===== src/rtl/dmem_lsu_pkg.sv =====
// Shared definitions for the Dmem load/store unit.
// - Dmem access-length codes (*_ME), including NOP_ME for "no access".
// - Helpers that classify a code: load/store, beat count and alignment.
package dmem_lsu_pkg;

    localparam logic [2:0] NOP_ME = 3'd0;
    localparam logic [2:0] LW_ME  = 3'd1;
    localparam logic [2:0] LH_ME  = 3'd2;
    localparam logic [2:0] LB_ME  = 3'd3;
    localparam logic [2:0] LBU_ME = 3'd4;
    localparam logic [2:0] SW_ME  = 3'd5;
    localparam logic [2:0] SH_ME  = 3'd6;
    localparam logic [2:0] SB_ME  = 3'd7;

    function automatic logic is_load(input logic [2:0] code);
        return (code == LW_ME) || (code == LH_ME) || (code == LB_ME) || (code == LBU_ME);
    endfunction

    function automatic logic is_store(input logic [2:0] code);
        return (code == SW_ME) || (code == SH_ME) || (code == SB_ME);
    endfunction

    // Index of the final byte beat when an access is split (N-1).
    function automatic logic [1:0] last_beat(input logic [2:0] code);
        case (code)
            LW_ME, SW_ME: return 2'd3;
            LH_ME, SH_ME: return 2'd1;
            default:      return 2'd0;
        endcase
    endfunction

    // Byte accesses can never be misaligned.
    function automatic logic is_misaligned(input logic [2:0] code, input logic [1:0] addr_lo);
        case (code)
            LW_ME, SW_ME: return addr_lo != 2'd0;
            LH_ME, SH_ME: return addr_lo[0];
            default:      return 1'b0;
        endcase
    endfunction

endpackage


===== src/rtl/dmem_lsu_if.sv =====
// Request/response and Dmem bus bundle of the load/store unit.
// - slave : the LSU itself (takes requests, drives the Dmem port).
// - master: the environment (MEM stage driving requests, Dmem returning rdata).
// Signals: req_valid/req_ready/req_we/req_memlen/req_addr/req_wdata,
//          resp_valid/resp_rdata/resp_err,
//          mem_we/mem_memlen/mem_waddr/mem_wdata/mem_rdata.
interface dmem_lsu_if;

    logic        req_valid;
    logic        req_ready;
    logic        req_we;
    logic [2:0]  req_memlen;
    logic [31:0] req_addr;
    logic [31:0] req_wdata;

    logic        resp_valid;
    logic [31:0] resp_rdata;
    logic        resp_err;

    logic        mem_we;
    logic [2:0]  mem_memlen;
    logic [31:0] mem_waddr;
    logic [31:0] mem_wdata;
    logic [31:0] mem_rdata;

    modport master (
        output req_valid, req_we, req_memlen, req_addr, req_wdata, mem_rdata,
        input  req_ready, resp_valid, resp_rdata, resp_err,
               mem_we, mem_memlen, mem_waddr, mem_wdata
    );

    modport slave (
        input  req_valid, req_we, req_memlen, req_addr, req_wdata, mem_rdata,
        output req_ready, resp_valid, resp_rdata, resp_err,
               mem_we, mem_memlen, mem_waddr, mem_wdata
    );

endinterface


===== src/rtl/dmem_lsu_load_ext.sv =====
// Combinational load-data extension by access code.
// Ports: memlen (original request code), din (raw LSB-aligned data),
//        dout (sign/zero-extended data; unchanged for lw and non-load codes).
// Idempotent, so data that Dmem already extended passes through unchanged.
module dmem_lsu_load_ext
    import dmem_lsu_pkg::*;
(
    input  logic [2:0]  memlen,
    input  logic [31:0] din,
    output logic [31:0] dout
);

    always_comb begin
        case (memlen)
            LH_ME:   dout = {{16{din[15]}}, din[15:0]};
            LB_ME:   dout = {{24{din[7]}}, din[7:0]};
            LBU_ME:  dout = {24'h0, din[7:0]};
            default: dout = din;
        endcase
    end

endmodule


===== src/rtl/dmem_lsu.sv =====
// Load/store initiator between the MEM stage and the Dmem port.
// Ports: clk, rst_n (async, active-low), bus (dmem_lsu_if.slave: request,
//        response and Dmem signals), stat_split_cnt (saturating count of
//        requests that took the split path).
// One request in flight. Aligned accesses take one Dmem beat; misaligned
// h/w accesses become per-byte beats (sb for stores, lbu for loads) whose
// load bytes are gathered and then extended by the original code.
// All bus outputs are registered.
module dmem_lsu
    import dmem_lsu_pkg::*;
#(
    parameter bit SPLIT_EN  = 1'b1,
    parameter int CNT_WIDTH = 16
) (
    input  logic                 clk,
    input  logic                 rst_n,
    dmem_lsu_if.slave            bus,
    output logic [CNT_WIDTH-1:0] stat_split_cnt
);

    typedef enum logic [1:0] {
        S_IDLE  = 2'd0,
        S_BEAT  = 2'd1,
        S_SPLIT = 2'd2,
        S_RESP  = 2'd3
    } state_e;

    state_e      state;
    logic        lat_we;
    logic [2:0]  lat_code;
    logic [31:0] lat_addr;
    logic [31:0] lat_wdata;
    logic [31:0] rd_buf;
    logic [1:0]  beat_cnt;

    logic        accept;
    logic        req_mis;
    logic        req_err;
    logic        req_split;
    logic        last;
    logic [1:0]  nxt_cnt;
    logic [31:0] asm_word;
    logic [31:0] ext_in;
    logic [31:0] ext_out;

    assign accept    = bus.req_valid && bus.req_ready;
    assign req_mis   = is_misaligned(bus.req_memlen, bus.req_addr[1:0]);
    assign req_err   = !(is_load(bus.req_memlen) || is_store(bus.req_memlen))
                     || (bus.req_we != is_store(bus.req_memlen))
                     || (req_mis && !SPLIT_EN);
    assign req_split = !req_err && req_mis;
    assign nxt_cnt   = beat_cnt + 2'd1;
    assign last      = (state == S_BEAT) || (beat_cnt == last_beat(lat_code));

    // Gather buffer with the current beat's byte merged in, so the final
    // beat's data is usable in the same cycle it arrives.
    always_comb begin
        // NOTE: default assignment first so no path leaves asm_word unassigned (no latch).
        asm_word = rd_buf;
        asm_word[8*beat_cnt +: 8] = bus.mem_rdata[7:0];
    end

    assign ext_in = (state == S_BEAT) ? bus.mem_rdata : asm_word;

    dmem_lsu_load_ext u_ext (
        .memlen (lat_code),
        .din    (ext_in),
        .dout   (ext_out)
    );

    always_ff @(posedge clk or negedge rst_n) begin
        if (!rst_n) begin
            state          <= S_IDLE;
            lat_we         <= 1'b0;
            lat_code       <= NOP_ME;
            lat_addr       <= '0;
            lat_wdata      <= '0;
            rd_buf         <= '0;
            beat_cnt       <= 2'd0;
            stat_split_cnt <= '0;
            bus.req_ready  <= 1'b1;
            bus.resp_valid <= 1'b0;
            bus.resp_rdata <= '0;
            bus.resp_err   <= 1'b0;
            bus.mem_we     <= 1'b0;
            bus.mem_memlen <= NOP_ME;
            bus.mem_waddr  <= '0;
            bus.mem_wdata  <= '0;
        end else begin
            // NOTE: non-blocking assignments throughout, so every register samples pre-edge values.
            bus.resp_valid <= 1'b0;
            bus.resp_err   <= 1'b0;
            bus.resp_rdata <= '0;
            case (state)
                S_IDLE, S_RESP: begin
                    if (accept) begin
                        lat_we        <= bus.req_we;
                        lat_code      <= bus.req_memlen;
                        lat_addr      <= bus.req_addr;
                        lat_wdata     <= bus.req_wdata;
                        beat_cnt      <= 2'd0;
                        bus.req_ready <= req_err;
                        if (req_err) begin
                            // No Dmem beat: respond in the very next cycle.
                            state          <= S_RESP;
                            bus.resp_valid <= 1'b1;
                            bus.resp_err   <= 1'b1;
                        end else if (req_split) begin
                            state          <= S_SPLIT;
                            bus.mem_we     <= bus.req_we;
                            bus.mem_memlen <= bus.req_we ? SB_ME : LBU_ME;
                            bus.mem_waddr  <= bus.req_addr;
                            bus.mem_wdata  <= {24'h0, bus.req_wdata[7:0]};
                            if (stat_split_cnt != '1) begin
                                stat_split_cnt <= stat_split_cnt + 1'b1;
                            end
                        end else begin
                            state          <= S_BEAT;
                            bus.mem_we     <= bus.req_we;
                            bus.mem_memlen <= bus.req_memlen;
                            bus.mem_waddr  <= bus.req_addr;
                            bus.mem_wdata  <= bus.req_wdata;
                        end
                    end else begin
                        state         <= S_IDLE;
                        bus.req_ready <= 1'b1;
                    end
                end
                S_BEAT, S_SPLIT: begin
                    rd_buf <= asm_word;
                    if (last) begin
                        state          <= S_RESP;
                        bus.req_ready  <= 1'b1;
                        bus.resp_valid <= 1'b1;
                        bus.resp_rdata <= lat_we ? '0 : ext_out;
                        bus.mem_we     <= 1'b0;
                        bus.mem_memlen <= NOP_ME;
                        bus.mem_waddr  <= '0;
                        bus.mem_wdata  <= '0;
                    end else begin
                        beat_cnt      <= nxt_cnt;
                        bus.mem_waddr <= lat_addr + {30'd0, nxt_cnt};
                        bus.mem_wdata <= {24'h0, lat_wdata[8*nxt_cnt +: 8]};
                    end
                end
                default: state <= S_IDLE;
            endcase
        end
    end

endmodule

===== src/flat_wrapper.sv =====
// flat-port wrapper written by rule: the top's interface ports become plain ports
module dmem_lsu_flat import dmem_lsu_pkg::*;
#(
    parameter bit SPLIT_EN  = 1'b1,
    parameter int CNT_WIDTH = 16
)
  (clk, rst_n, stat_split_cnt, bus_req_valid, bus_req_we, bus_req_memlen, bus_req_addr, bus_req_wdata, bus_mem_rdata, bus_req_ready, bus_resp_valid, bus_resp_rdata, bus_resp_err, bus_mem_we, bus_mem_memlen, bus_mem_waddr, bus_mem_wdata);
  dmem_lsu_if bus_i ();
  input  logic clk;
  input  logic rst_n;
  output logic [CNT_WIDTH-1:0] stat_split_cnt;
  input wire logic [$bits(bus_i.req_valid)-1:0] bus_req_valid;
  input wire logic [$bits(bus_i.req_we)-1:0] bus_req_we;
  input wire logic [$bits(bus_i.req_memlen)-1:0] bus_req_memlen;
  input wire logic [$bits(bus_i.req_addr)-1:0] bus_req_addr;
  input wire logic [$bits(bus_i.req_wdata)-1:0] bus_req_wdata;
  input wire logic [$bits(bus_i.mem_rdata)-1:0] bus_mem_rdata;
  output wire logic [$bits(bus_i.req_ready)-1:0] bus_req_ready;
  output wire logic [$bits(bus_i.resp_valid)-1:0] bus_resp_valid;
  output wire logic [$bits(bus_i.resp_rdata)-1:0] bus_resp_rdata;
  output wire logic [$bits(bus_i.resp_err)-1:0] bus_resp_err;
  output wire logic [$bits(bus_i.mem_we)-1:0] bus_mem_we;
  output wire logic [$bits(bus_i.mem_memlen)-1:0] bus_mem_memlen;
  output wire logic [$bits(bus_i.mem_waddr)-1:0] bus_mem_waddr;
  output wire logic [$bits(bus_i.mem_wdata)-1:0] bus_mem_wdata;
  assign bus_i.req_valid = bus_req_valid;
  assign bus_i.req_we = bus_req_we;
  assign bus_i.req_memlen = bus_req_memlen;
  assign bus_i.req_addr = bus_req_addr;
  assign bus_i.req_wdata = bus_req_wdata;
  assign bus_i.mem_rdata = bus_mem_rdata;
  assign bus_req_ready = bus_i.req_ready;
  assign bus_resp_valid = bus_i.resp_valid;
  assign bus_resp_rdata = bus_i.resp_rdata;
  assign bus_resp_err = bus_i.resp_err;
  assign bus_mem_we = bus_i.mem_we;
  assign bus_mem_memlen = bus_i.mem_memlen;
  assign bus_mem_waddr = bus_i.mem_waddr;
  assign bus_mem_wdata = bus_i.mem_wdata;
  dmem_lsu #(.SPLIT_EN(SPLIT_EN), .CNT_WIDTH(CNT_WIDTH)) u_core (.clk(clk), .rst_n(rst_n), .bus(bus_i), .stat_split_cnt(stat_split_cnt));
endmodule

===== config.mk =====
export PLATFORM = sky130hd
export DESIGN_NAME = dmem_lsu_flat
export DESIGN_NICKNAME = d
export VERILOG_FILES = /design/src/rtl/dmem_lsu_pkg.sv /design/src/rtl/dmem_lsu_if.sv /design/src/rtl/dmem_lsu_load_ext.sv /design/src/rtl/dmem_lsu.sv /design/src/flat_wrapper.sv
export SDC_FILE = /design/constraint.sdc
export NUM_CORES = 1
export LEC_CHECK = 0
export CAP_MARGIN = 25
export CORE_MARGIN = 4
export CORE_UTILIZATION = 50
export CTS_CLUSTER_DIAMETER = 150
export DETAILED_ROUTE_END_ITERATION = 6
export GPL_ROUTABILITY_DRIVEN = 0
export MAX_ROUTING_LAYER = met4
export PLACE_DENSITY = 0.78
export RECOVER_POWER = 25
export SYNTH_ARGS = -nofsm -noshare
export SYNTH_HDL_FRONTEND = slang
export SYNTH_HIERARCHICAL = 1
export SYNTH_SLANG_ARGS = --single-unit

===== constraint.sdc =====
create_clock -name clk -period 3.3 [get_ports clk]
set_input_delay 0.495 -clock clk [delete_from_list [all_inputs] [get_ports clk]]
set_output_delay 0.495 -clock clk [all_outputs]
set_load 0.03 [all_outputs]

# Word level (Yosys, flattened, before mapping)
# Index checks and enable logic that the tools add are counted.
# totals
latchBits	0
ram_bits	0
memories	0
inputBits	103
register_bits	223
romBits	0
word_cells	115
output_inout_bits	119
# classes
mux	43
eq_ne	23
shift	3
n_lt_le_gt_ge	0
reduce_logical	25
n_bitwise	1
n_mul	0
n_div	0
n_addsub	4
# op_table
op	n
$mux 32	10
$pmux 32 s2	2
$pmux 32 s3	1
$neg 5->34	1
$shift 8x34->32 const A	1
$shiftx 8x34->32	1
$add 32x2->32	1
$bwmux 32	1
$shiftx 32x6->8	1
$eq 3x3->1 const B	7
$add 16x1->16 const B	1
$ne 16x16->1 const B	1
$mux 2	7
$eq 3x2->1 const B	4
$mux 3	4
$pmux 2 s2	3
$reduce_or 2->1	6
$mux 1	9
$logic_or 1x1->1	8
$mux 8	1
$pmux 1 s2	4
$eq 3x1->1 const B	2
$pmux 3 s2	1
$reduce_and 2->1	3
other kinds (14)	19

# Logic depth before layout (Yosys ltp)
# Gate-level depths: netlist of run 1.
# logic_depth
word_depth	13
ltp_mapped	12
depth_no_buf	10

# By module
# The synthesis of run 1 kept the hierarchy.
# modules_own_cells
module	area_per_inst_um2	cells_per_inst	instances	seq_area_each_um2
dmem_lsu	10391.2	1044	1	5581.6
dmem_lsu_load_ext	397.9	77	1	0.0

# Least setup slack after synthesis of run 1
# Ideal clock, no wire load.
# synth_path
kind	register to register
start	register u_core.beat_cnt[0]
end	register u_core/bus.mem_waddr[26] (netlist name)
setup_ns	0.082
t_required_ns	3.218
setup_slack_ns	0.477
synth_period_minus_slack_ns	2.823
stages_incl_launch_ff	11
n_path_buf	1
t_arrival_ns	2.741
path_cell_list	dfrtp_1 buf_2 inv_1 ha_1 inv_1 fa_1 nand4b_1 nor4_2 nand4_1 or3_1 a31oi_1
# synth_via
elab_chain_len	4
word_cells_on_any_way	6
classes_between	add/sub: 2; eq/ne: 1; mux: 2; reduce/logical: 1
# synth_lines
item	line	text
start: declaration	dmem_lsu.sv:34	logic [1:0] beat_cnt;
start signal: assignment	dmem_lsu.sv:141	beat_cnt <= nxt_cnt;
$add 2x1->2 / $eq 2x2->1 (equally long branches)	dmem_lsu.sv:52, dmem_lsu.sv:53	
$add 32x2->32 / $logic_or 1x1->1 (equally long branches)	dmem_lsu.sv:142, dmem_lsu.sv:53	
$mux 32 *	dmem_lsu.sv:131	if (last) begin
$pmux 32 s2 *	dmem_lsu.sv:94	case (state)
end signal: assignment	dmem_lsu.sv:112	bus.mem_waddr <= bus.req_addr;
end signal: assignment	dmem_lsu.sv:121	bus.mem_waddr <= bus.req_addr;
end signal: assignment	dmem_lsu.sv:142	bus.mem_waddr <= lat_addr + {30'd0, nxt_cnt};
end: declaration	dmem_lsu_if.sv:35	mem_we, mem_memlen, mem_waddr, mem_wdata
# Mark *: on every way between the ends. The rest lies on a longest branch, timed or not.
# A chain may end at the register's enable or synchronous reset.

# Worst setup path in the final report of run 1
# layout_path
start	register u_core.beat_cnt[1]
end	register u_core/bus.mem_waddr[14] (netlist name)
# The elaborated chain is that of the path after synthesis.

==> results of run 1 <==
-- layout make-up --
cell class	count	area, um2	area share
clock buffer	37	731	0.0520
clock inverter	6	82.6	0.00588
inverter	13	48.8	0.00348
multi-input combinational	809	4810	0.343
sequential	223	5580	0.398
tap	275	344	0.0245
timing repair buffer	249	2440	0.174
-- Yosys cell counts, types with 21 or more instances --
cell type,n
sky130_fd_sc_hd__nor3_1,21
sky130_fd_sc_hd__nor2b_1,26
sky130_fd_sc_hd__nand2_1,253
sky130_fd_sc_hd__and2_1,37
sky130_fd_sc_hd__nand3_1,46
sky130_fd_sc_hd__clkbuf_1,37
sky130_fd_sc_hd__a32o_1,25
sky130_fd_sc_hd__a21oi_1,49
sky130_fd_sc_hd__nor2_1,74
sky130_fd_sc_hd__mux2i_1,25
sky130_fd_sc_hd__o21ai_0,58
sky130_fd_sc_hd__a22o_1,40
sky130_fd_sc_hd__dfrtp_1,222
sky130_fd_sc_hd__xor2_1,31
-- cells in the final DEF, fill, tap and decap left out, types with 3 or more instances in the layout --
cell type	instances
sky130_fd_sc_hd__nand2_1	253
sky130_fd_sc_hd__dfrtp_1	222
sky130_fd_sc_hd__clkdlybuf4s50_1	220
sky130_fd_sc_hd__nor2_1	72
sky130_fd_sc_hd__o21ai_0	58
sky130_fd_sc_hd__a21oi_1	49
sky130_fd_sc_hd__nand3_1	45
sky130_fd_sc_hd__a22o_1	40
sky130_fd_sc_hd__and2_1	37
sky130_fd_sc_hd__xor2_1	31
sky130_fd_sc_hd__nor2b_1	26
sky130_fd_sc_hd__buf_4	26
sky130_fd_sc_hd__clkbuf_16	25
sky130_fd_sc_hd__mux2i_1	25
sky130_fd_sc_hd__a32o_1	25
sky130_fd_sc_hd__nor3_1	21
sky130_fd_sc_hd__nand4_1	15
sky130_fd_sc_hd__ha_1	15
sky130_fd_sc_hd__o22ai_1	14
sky130_fd_sc_hd__inv_1	13
sky130_fd_sc_hd__xnor2_1	12
sky130_fd_sc_hd__mux4_2	8
sky130_fd_sc_hd__nor4_1	7
sky130_fd_sc_hd__clkbuf_1	6
sky130_fd_sc_hd__clkbuf_8	6
sky130_fd_sc_hd__and3_1	6
sky130_fd_sc_hd__a31oi_1	5
sky130_fd_sc_hd__nor2_2	5
sky130_fd_sc_hd__nand2b_1	4
sky130_fd_sc_hd__or3_1	4
sky130_fd_sc_hd__clkinv_2	3
sky130_fd_sc_hd__nor4b_2	3
-- per-layer routing --
layer,routed length [um],vias up,GRT usage,share of wire
met4,908,0,0.0740,0.032
li1,-,4253,-,-
met3,1640,73,0.0370,0.057
met5,0,-,-,0
met2,13300,337,0.373,0.46
met1,12900,4394,0.342,0.45
-- flip-flops by register name, indices dropped and copies added, names as in the netlist --
name	cells
u_core/bus.resp_rdata	32
u_core/bus.mem_wdata	32
u_core/bus.resp_valid	1
u_core/state	2
u_core/bus.resp_err	1
u_core/bus.mem_memlen	3
u_core/stat_split_cnt	16
u_core/rd_buf	32
u_core/lat_code	3
u_core/lat_wdata	32
u_core/bus.req_ready	1
u_core/lat_addr	32
u_core/beat_cnt	2
u_core/lat_we	1
u_core/bus.mem_we	1
u_core/bus.mem_waddr	32
-- path summary, 6_finish.rpt --
path,depth (start not counted),end,startpoint,slack [ns]
worst max-delay path,11,u_core/bus.mem_waddr[14],u_core/beat_cnt[1],0.27
worst min-delay path,2,u_core/lat_wdata[22],u_core/lat_wdata[22],0.47
worst max register to register,11,u_core/bus.mem_waddr[14],u_core/beat_cnt[1],0.27
worst min register to register,2,u_core/lat_wdata[22],u_core/lat_wdata[22],0.47
max in group asynchronous,1,u_core/lat_wdata[13],rst_n,1.15
min in group asynchronous,1,u_core/bus.mem_waddr[5],rst_n,0.74
-- report_power, final --
group          total (mW)  leakage (nW)  internal (mW)  switching, mW
Sequential           4.56          2.93           3.82          0.738
Combinational        6.95          3.07           2.68           4.27
Clock                2.73         0.398           1.67           1.06
Total                14.2          6.40           8.18           6.07
-- critical path, cell delays in order, from the launching register on --
cell and delay (ns):
sky130_fd_sc_hd__dfrtp_1 0.43, sky130_fd_sc_hd__inv_1 0.11, sky130_fd_sc_hd__ha_1 0.30, sky130_fd_sc_hd__inv_1 0.13, sky130_fd_sc_hd__fa_1 0.48, sky130_fd_sc_hd__nand4b_1 0.25
sky130_fd_sc_hd__buf_4 0.20, sky130_fd_sc_hd__nor4_1 0.40, sky130_fd_sc_hd__buf_4 0.22, sky130_fd_sc_hd__xor2_1 0.16, sky130_fd_sc_hd__a22oi_1 0.09, sky130_fd_sc_hd__a21oi_1 0.19
-- logic make-up (layout without fill, tap and decap cells) --
family	after synthesis	after routing	share of synthesized area
flops	223	223	0.517
xor+xnor	43	43	0.0349
fa+ha+maj	16	16	0.0193
mux	34	34	0.0409
compound gates	203	203	0.128
simple gates	513	513	0.222
buf+inv	89	305	0.0383
-- per-stage QoR --
step                      cell area [um2]  utilization
after floorplan                     10800            -
after global placement              13200        0.626
after detailed placement            13200        0.626
after CTS                           14000        0.664
after global routing                14000        0.664
final                               14000        0.664
==> report_table.html, run 1 <==
<table>
<tr><th>Metric</th><th>Value</th></tr>
<tr><th colspan="2">Setup path</th></tr>
<tr><td>Endpoint required time on the critical path</td><td>3.74 ns</td></tr>
<tr><td>Data arrival time of the critical path</td><td>3.47 ns</td></tr>
<tr><td>Setup CP Type</td><td>flip-flop to flip-flop</td></tr>
<tr><td>Maximum net fanout on the critical path</td><td>6</td></tr>
<tr><td>Startpoint class of the critical path</td><td>flip-flop</td></tr>
<tr><td>Sort of element at the end of the critical path</td><td>flip-flop</td></tr>
<tr><th colspan="2">Floorplan</th></tr>
<tr><td>Number of rows in the core area</td><td>53</td></tr>
<tr><td>Width of the die</td><td>155 um</td></tr>
<tr><td>Vertical die dimension</td><td>155 um</td></tr>
<tr><td>Die Area</td><td>24000 um2</td></tr>
<tr><td>I/O pins</td><td>222</td></tr>
<tr><td>Core Region</td><td>21200 um2</td></tr>
<tr><td>Initial standard-cell utilization of the core</td><td>0.510</td></tr>
<tr><th colspan="2">Finish</th></tr>
<tr><td>Ratio of cells with drive above 1 in the final layout</td><td>0.0718</td></tr>
<tr><td>Final-stage net count</td><td>1439</td></tr>
<tr><td>Total inserted antenna cells</td><td>0</td></tr>
<tr><td>Number of inserted filler cells in the final layout</td><td>1673</td></tr>
<tr><td>Post-Layout Cell Count</td><td>1612</td></tr>
<tr><td>Synth-to-layout area growth</td><td>30.1%</td></tr>
<tr><th colspan="2">STA</th></tr>
<tr><td>Relative slew slack</td><td>-0.631</td></tr>
<tr><td>Final count of hold timing violations</td><td>0</td></tr>
<tr><td>Fmax</td><td>330 MHz</td></tr>
<tr><td>Final Setup Violations</td><td>0</td></tr>
<tr><td>Final-layout setup total negative slack</td><td>0 ns</td></tr>
<tr><td>Worst Hold Margin</td><td>0.474 ns</td></tr>
<tr><td>Worst clock skew</td><td>0.00987 ns</td></tr>
<tr><td>Final Max Slew Viols</td><td>95</td></tr>
<tr><td>Transition time of the tightest slew-check pin</td><td>2.45 ns</td></tr>
<tr><td>Final period util</td><td>0.918</td></tr>
<tr><td>Setup slack of the critical path after layout</td><td>0.271 ns</td></tr>
<tr><td>Period minus WS final</td><td>3.03 ns</td></tr>
<tr><td>Unrepaired setup endpoints after global routing</td><td>no</td></tr>
<tr><th colspan="2">Logic synthesis</th></tr>
<tr><td>Synthesized net count</td><td>1240</td></tr>
<tr><td>Most area-consuming cells after synthesis</td><td>sky130_fd_sc_hd__dfrtp_1 (51%), sky130_fd_sc_hd__nand2_1 (8.8%), sky130_fd_sc_hd__a22o_1 (3.2%), sky130_fd_sc_hd__o21ai_0 (2.7%), sky130_fd_sc_hd__nor2_1 (2.6%)</td></tr>
<tr><td>Post-synthesis sequential area ratio</td><td>0.517</td></tr>
<tr><td>Synth Instances</td><td>1121</td></tr>
<tr><td>Cell type with the largest total area after synthesis</td><td>sky130_fd_sc_hd__dfrtp_1</td></tr>
<tr><td>Seq cells post-synth</td><td>223</td></tr>
<tr><td>Post-Syn Area</td><td>10800 um2</td></tr>
<tr><td>Async SR Flop Fraction</td><td>1.00</td></tr>
<tr><td>Area share of the leading cell type in the synthesized netlist</td><td>0.515</td></tr>
<tr><td>Commonest register cell after synthesis</td><td>sky130_fd_sc_hd__dfrtp_1</td></tr>
<tr><td>Post-synth EDFFs</td><td>0</td></tr>
<tr><td>Warnings from Yosys</td><td>6</td></tr>
<tr><td>Mapped Avg Cell Area</td><td>9.62 um2</td></tr>
<tr><td>Count of unique library cells instantiated by Yosys</td><td>55</td></tr>
<tr><th colspan="2">Power</th></tr>
<tr><td>Max VDD drop</td><td>0.547 mV</td></tr>
<tr><td>Pwr Total</td><td>14.2 mW</td></tr>
<tr><td>P per Cell Area</td><td>1010 nW/um2</td></tr>
<tr><td>Leakage Power</td><td>6.40 nW</td></tr>
<tr><th colspan="2">Global routing</th></tr>
<tr><td>Antenna violations before repair</td><td>0</td></tr>
<tr><td>Pin count of the biggest net entering global routing</td><td>97</td></tr>
<tr><td>GRT Total Usage</td><td>0.244</td></tr>
<tr><td>Wire length of the first global-routing pass</td><td>46.9 mm</td></tr>
<tr><td>Total gr overflow</td><td>0</td></tr>
<tr><td>Number of global-route vias before repair</td><td>8832</td></tr>
<tr><th colspan="2">Run status</th></tr>
<tr><td>Outcome</td><td>finished, violations left</td></tr>
<tr><td>Violated checks</td><td>capacitance limit, slew limit</td></tr>
<tr><th colspan="2">Clocking</th></tr>
<tr><td>TritonCTS Sinks</td><td>223</td></tr>
<tr><td>Clock transition at the registers of the reported paths</td><td>0.06 ns</td></tr>
<tr><td>Deepest clock path buffer count</td><td>3</td></tr>
<tr><td>Htree depth</td><td>1</td></tr>
<tr><td>Post_cts resized</td><td>0</td></tr>
<tr><td>TritonCTS clock tree</td><td>yes</td></tr>
<tr><td>Insertion delay to the later sink of the worst-skew pair</td><td>0.51 ns</td></tr>
<tr><td>CTS Buf Count</td><td>24</td></tr>
<tr><td>Setup Buffers After CTS</td><td>0</td></tr>
<tr><td>Count of hold buffers inserted by post-cts repair</td><td>0</td></tr>
<tr><td>Clk root buf</td><td>sky130_fd_sc_hd__clkbuf_16</td></tr>
<tr><th colspan="2">Route</th></tr>
<tr><td>First-iteration detailed-routing DRC count</td><td>613</td></tr>
<tr><td>Post-route DRC violation count</td><td>0</td></tr>
<tr><td>Wire length per cell after detailed routing</td><td>17.9 um</td></tr>
<tr><td>Vias after detailed routing</td><td>9057</td></tr>
<tr><td>Post-DR vias/cell</td><td>5.62</td></tr>
<tr><td>Remaining antenna violation count</td><td>0</td></tr>
<tr><td>WL final</td><td>28.8 mm</td></tr>
<tr><td>Number of search-and-repair iterations in the first detailed-routing pass</td><td>5</td></tr>
<tr><th colspan="2">Place</th></tr>
<tr><td>Worst Setup Slack post-DPL</td><td>0.0186 ns</td></tr>
<tr><td>Total instance count after detailed placement</td><td>1569</td></tr>
<tr><td>HPWL reported at the end of detailed placement</td><td>19.8 mm</td></tr>
<tr><td>Port Buffer Count</td><td>221</td></tr>
<tr><th colspan="2">Flow run</th></tr>
<tr><td>Number of max-capacitance violations reported</td><td>1</td></tr>
<tr><th colspan="2">Worst hold path</th></tr>
<tr><td>Hold WC Path Type</td><td>flip-flop to flip-flop</td></tr>
</table>
No activity file was read; power rests on OpenSTA's default activity.
==> run 2, diff against run 1 <==
Settings changed: ABC_AREA set to 0, DONT_BUFFER_PORTS set to 1, HOLD_SLACK_MARGIN set to 0.03, PLACE_DENSITY 0.78 to unset.
==> run 2 against run 1 <==
Compared with the run above: the flow finishes with violations (hold timing); clock-buffer cell count down 1; critical path depth down 2; sequential cell count unchanged; die area unchanged; total power down 6.7%; combinational power down 29%; core utilization down 11 points; largest cell class unchanged; largest power group is now registers; highest routed layer unchanged.
==> report_table.html, run 2 (synthesis gave the netlist of run 1 again) <==
<table>
<tr><th>Metric</th><th>Value</th></tr>
<tr><th colspan="2">Place</th></tr>
<tr><td>Instance area after placement</td><td>11000 um2 (was 13200 um2)</td></tr>
<tr><td>HPWL reported at the end of detailed placement</td><td>18.0 mm (was 19.8 mm)</td></tr>
<tr><td>Worst Setup Slack post-DPL</td><td>0.269 ns (was 0.0186 ns)</td></tr>
<tr><td>Port Buffer Count</td><td>0 (was 221)</td></tr>
<tr><th colspan="2">Route</th></tr>
<tr><td>Wire length per cell after detailed routing</td><td>19.5 um (was 17.9 um)</td></tr>
<tr><td>Post-DR vias/cell</td><td>5.76 (was 5.62)</td></tr>
<tr><td>Remaining antenna violation count</td><td>0 (unchanged)</td></tr>
<tr><td>Number of search-and-repair iterations in the first detailed-routing pass</td><td>5 (unchanged)</td></tr>
<tr><td>WL final</td><td>27.1 mm (was 28.8 mm)</td></tr>
<tr><td>Vias after detailed routing</td><td>7992 (was 9057)</td></tr>
<tr><td>First-iteration detailed-routing DRC count</td><td>609 (was 613)</td></tr>
<tr><td>Post-route DRC violation count</td><td>0 (unchanged)</td></tr>
<tr><th colspan="2">STA</th></tr>
<tr><td>Fmax</td><td>325 MHz (was 330 MHz)</td></tr>
<tr><td>Relative slew slack</td><td>0.310 (was -0.631)</td></tr>
<tr><td>Final count of hold timing violations</td><td>223 (was 0)</td></tr>
<tr><td>Transition time of the tightest slew-check pin</td><td>1.03 ns (was 2.45 ns)</td></tr>
<tr><td>Period minus WS final</td><td>3.08 ns (was 3.03 ns)</td></tr>
<tr><td>Final Max Slew Viols</td><td>0 (was 95)</td></tr>
<tr><td>Worst Hold Margin</td><td>-0.318 ns (was 0.474 ns)</td></tr>
<tr><td>Final Setup Violations</td><td>0 (unchanged)</td></tr>
<tr><td>Final period util</td><td>0.932 (was 0.918)</td></tr>
<tr><td>Worst clock skew</td><td>0.0265 ns (was 0.00987 ns)</td></tr>
<tr><td>Final-layout setup total negative slack</td><td>0 ns (unchanged)</td></tr>
<tr><td>Unrepaired setup endpoints after global routing</td><td>no (unchanged)</td></tr>
<tr><td>Setup slack of the critical path after layout</td><td>0.224 ns (was 0.271 ns)</td></tr>
<tr><th colspan="2">Setup path</th></tr>
<tr><td>Setup CP Type</td><td>flip-flop to flip-flop (unchanged)</td></tr>
<tr><td>Worst-path cell with the longest stage delay</td><td>sky130_fd_sc_hd__nor4_2 (was sky130_fd_sc_hd__fa_1)</td></tr>
<tr><td>Startpoint class of the critical path</td><td>flip-flop (unchanged)</td></tr>
<tr><td>Data arrival time of the critical path</td><td>3.50 ns (was 3.47 ns)</td></tr>
<tr><td>Maximum net fanout on the critical path</td><td>6 (unchanged)</td></tr>
<tr><td>Critical path cell sequence</td><td>inv_1 &gt; ha_1 &gt; inv_1 &gt; fa_1 &gt; nand4b_1 &gt; nor4_2 &gt; nand4_1 &gt; or3_1 &gt; a31oi_1 (was inv_1 &gt; ha_1 &gt; inv_1 &gt; fa_1 &gt; nand4b_1 &gt; buf_4 &gt; nor4_1 &gt; buf_4 &gt; xor2_1 &gt; a22oi_1 &gt; a21oi_1)</td></tr>
<tr><td>Sort of element at the end of the critical path</td><td>flip-flop (unchanged)</td></tr>
<tr><td>Max incr delay on CP</td><td>0.50 ns (was 0.48 ns)</td></tr>
<tr><td>Endpoint required time on the critical path</td><td>3.72 ns (was 3.74 ns)</td></tr>
<tr><td>Critical Path Most Common Cell</td><td>sky130_fd_sc_hd__inv_1</td></tr>
<tr><th colspan="2">Finish</th></tr>
<tr><td>Layout Utilization</td><td>0.559 (was 0.664)</td></tr>
<tr><td>Ratio of cells with drive above 1 in the final layout</td><td>0.0827 (was 0.0718)</td></tr>
<tr><td>Final standard cell area without fillers</td><td>11800 um2 (was 14000 um2)</td></tr>
<tr><td>Total inserted antenna cells</td><td>0 (unchanged)</td></tr>
<tr><td>Commonest non-fill, non-tap cell in the layout</td><td>sky130_fd_sc_hd__nand2_1 (unchanged)</td></tr>
<tr><td>Synth-to-layout area growth</td><td>9.52% (was 30.1%)</td></tr>
<tr><td>Final-stage net count</td><td>1213 (was 1439)</td></tr>
<tr><td>Most frequent cells in the layout</td><td>sky130_fd_sc_hd__nand2_1 (253), sky130_fd_sc_hd__dfrtp_1 (222), sky130_fd_sc_hd__nor2_1 (72) (was sky130_fd_sc_hd__nand2_1 (253), sky130_fd_sc_hd__dfrtp_1 (222), sky130_fd_sc_hd__clkdlybuf4s50_1 (220))</td></tr>
<tr><th colspan="2">Clocking</th></tr>
<tr><td>Insertion delay to the later sink of the worst-skew pair</td><td>0.53 ns (was 0.51 ns)</td></tr>
<tr><td>Clk root buf</td><td>sky130_fd_sc_hd__clkbuf_16 (unchanged)</td></tr>
<tr><td>Clock transition at the registers of the reported paths</td><td>0.06 ns (about the same)</td></tr>
<tr><td>Post_cts resized</td><td>0 (unchanged)</td></tr>
<tr><td>TritonCTS Sinks</td><td>223 (unchanged)</td></tr>
<tr><td>Htree depth</td><td>1 (unchanged)</td></tr>
<tr><td>TritonCTS clock tree</td><td>yes (unchanged)</td></tr>
<tr><td>Deepest clock path buffer count</td><td>3 (unchanged)</td></tr>
<tr><td>CTS Buf Count</td><td>25 (was 24)</td></tr>
<tr><td>Setup Buffers After CTS</td><td>0 (unchanged)</td></tr>
<tr><th colspan="2">Run status</th></tr>
<tr><td>Outcome</td><td>finished, violations left (unchanged)</td></tr>
<tr><td>Violated checks</td><td>hold timing (was capacitance limit, slew limit)</td></tr>
<tr><th colspan="2">Global routing</th></tr>
<tr><td>Antenna violations before repair</td><td>0 (unchanged)</td></tr>
<tr><td>Pin count of the biggest net entering global routing</td><td>224 (was 97)</td></tr>
<tr><td>GRT Total Usage</td><td>0.228 (was 0.244)</td></tr>
<tr><td>Number of global-route vias before repair</td><td>7892 (was 8832)</td></tr>
<tr><td>Total gr overflow</td><td>0 (unchanged)</td></tr>
<tr><td>Wire length of the first global-routing pass</td><td>43.6 mm (was 46.9 mm)</td></tr>
<tr><th colspan="2">Power</th></tr>
<tr><td>Leakage Power</td><td>5.56 nW (was 6.40 nW)</td></tr>
<tr><td>P per Cell Area</td><td>1120 nW/um2 (was 1010 nW/um2)</td></tr>
<tr><td>Pwr Total</td><td>13.3 mW (was 14.2 mW)</td></tr>
<tr><td>Max VDD drop</td><td>0.529 mV (was 0.547 mV)</td></tr>
<tr><th colspan="2">Floorplan</th></tr>
<tr><td>Initial standard-cell utilization of the core</td><td>0.510 (unchanged)</td></tr>
<tr><td>I/O pins</td><td>222 (unchanged)</td></tr>
<tr><td>Die Area</td><td>24000 um2 (unchanged)</td></tr>
<tr><td>Core Region</td><td>21200 um2 (unchanged)</td></tr>
<tr><td>Width of the die</td><td>155 um (unchanged)</td></tr>
<tr><td>Number of rows in the core area</td><td>53 (unchanged)</td></tr>
<tr><td>Vertical die dimension</td><td>155 um (unchanged)</td></tr>
<tr><th colspan="2">Worst hold path</th></tr>
<tr><td>Hold WC Path Type</td><td>input pin to async pin (was flip-flop to flip-flop)</td></tr>
<tr><th colspan="2">Flow run</th></tr>
<tr><td>Number of max-capacitance violations reported</td><td>0 (was 1)</td></tr>
</table>
==> run 2: per-layer routing <==
layer	part of all wire	global-route usage	routed length, um
met1	0.47	0.332	12600
met2	0.44	0.327	11900
met3	0.077	0.0534	2100
met4	0.019	0.0517	514
met5	0	-	0
==> run 2: critical path, delay by kind of cell (launching register included) <==
kind	cells	cell delay [ns]
buf+inv	2	0.22
simple gates	4	1.41
fa+ha+maj	2	0.78
flops	1	0.42
compound gates	1	0.17
==> run 2: stage by stage <==
stage / hold slack, ns / instances
floorplan: 0.199 / 1121
global placement: 0.208 / 1342
detailed placement: 0.206 / 1342
CTS: -0.362 / 1388
global route: -0.349 / 1388
finish: -0.318 / 1388
==> run 2: final timing paths <==
kind                                       from                       end  slack (ns)  cells past startpoint
max reg2reg                  u_core/beat_cnt[1]  u_core/bus.mem_waddr[26]        0.22                      9
min reg2reg                u_core/lat_wdata[23]      u_core/lat_wdata[23]        0.47                      2
max                          u_core/beat_cnt[1]  u_core/bus.mem_waddr[26]        0.22                      9
min in group clk              bus_req_wdata[17]      u_core/lat_wdata[17]        0.07                      2
max in group asynchronous                 rst_n      u_core/lat_wdata[28]        3.33                      0
min                                       rst_n       u_core/lat_addr[18]       -0.32                      0
==> run 2: report_power, final <==
part	leakage [nW]	switching, mW	internal, mW	total, mW
Clock	0.414	1.11	1.75	2.85
Sequential	2.93	1.67	3.81	5.47
Combinational	2.22	3.07	1.88	4.96
==> run 2: area by class of cell <==
cell class | count | area (um2)
Clock inverter | 10 | 138
Clock buffer | 36 | 717
Tap cell | 275 | 344
Multi-Input combinational cell | 809 | 4810
Fill cell | 1894 | 9340
Timing Repair Buffer | 22 | 178
Inverter | 13 | 48.8
Sequential cell | 223 | 5580
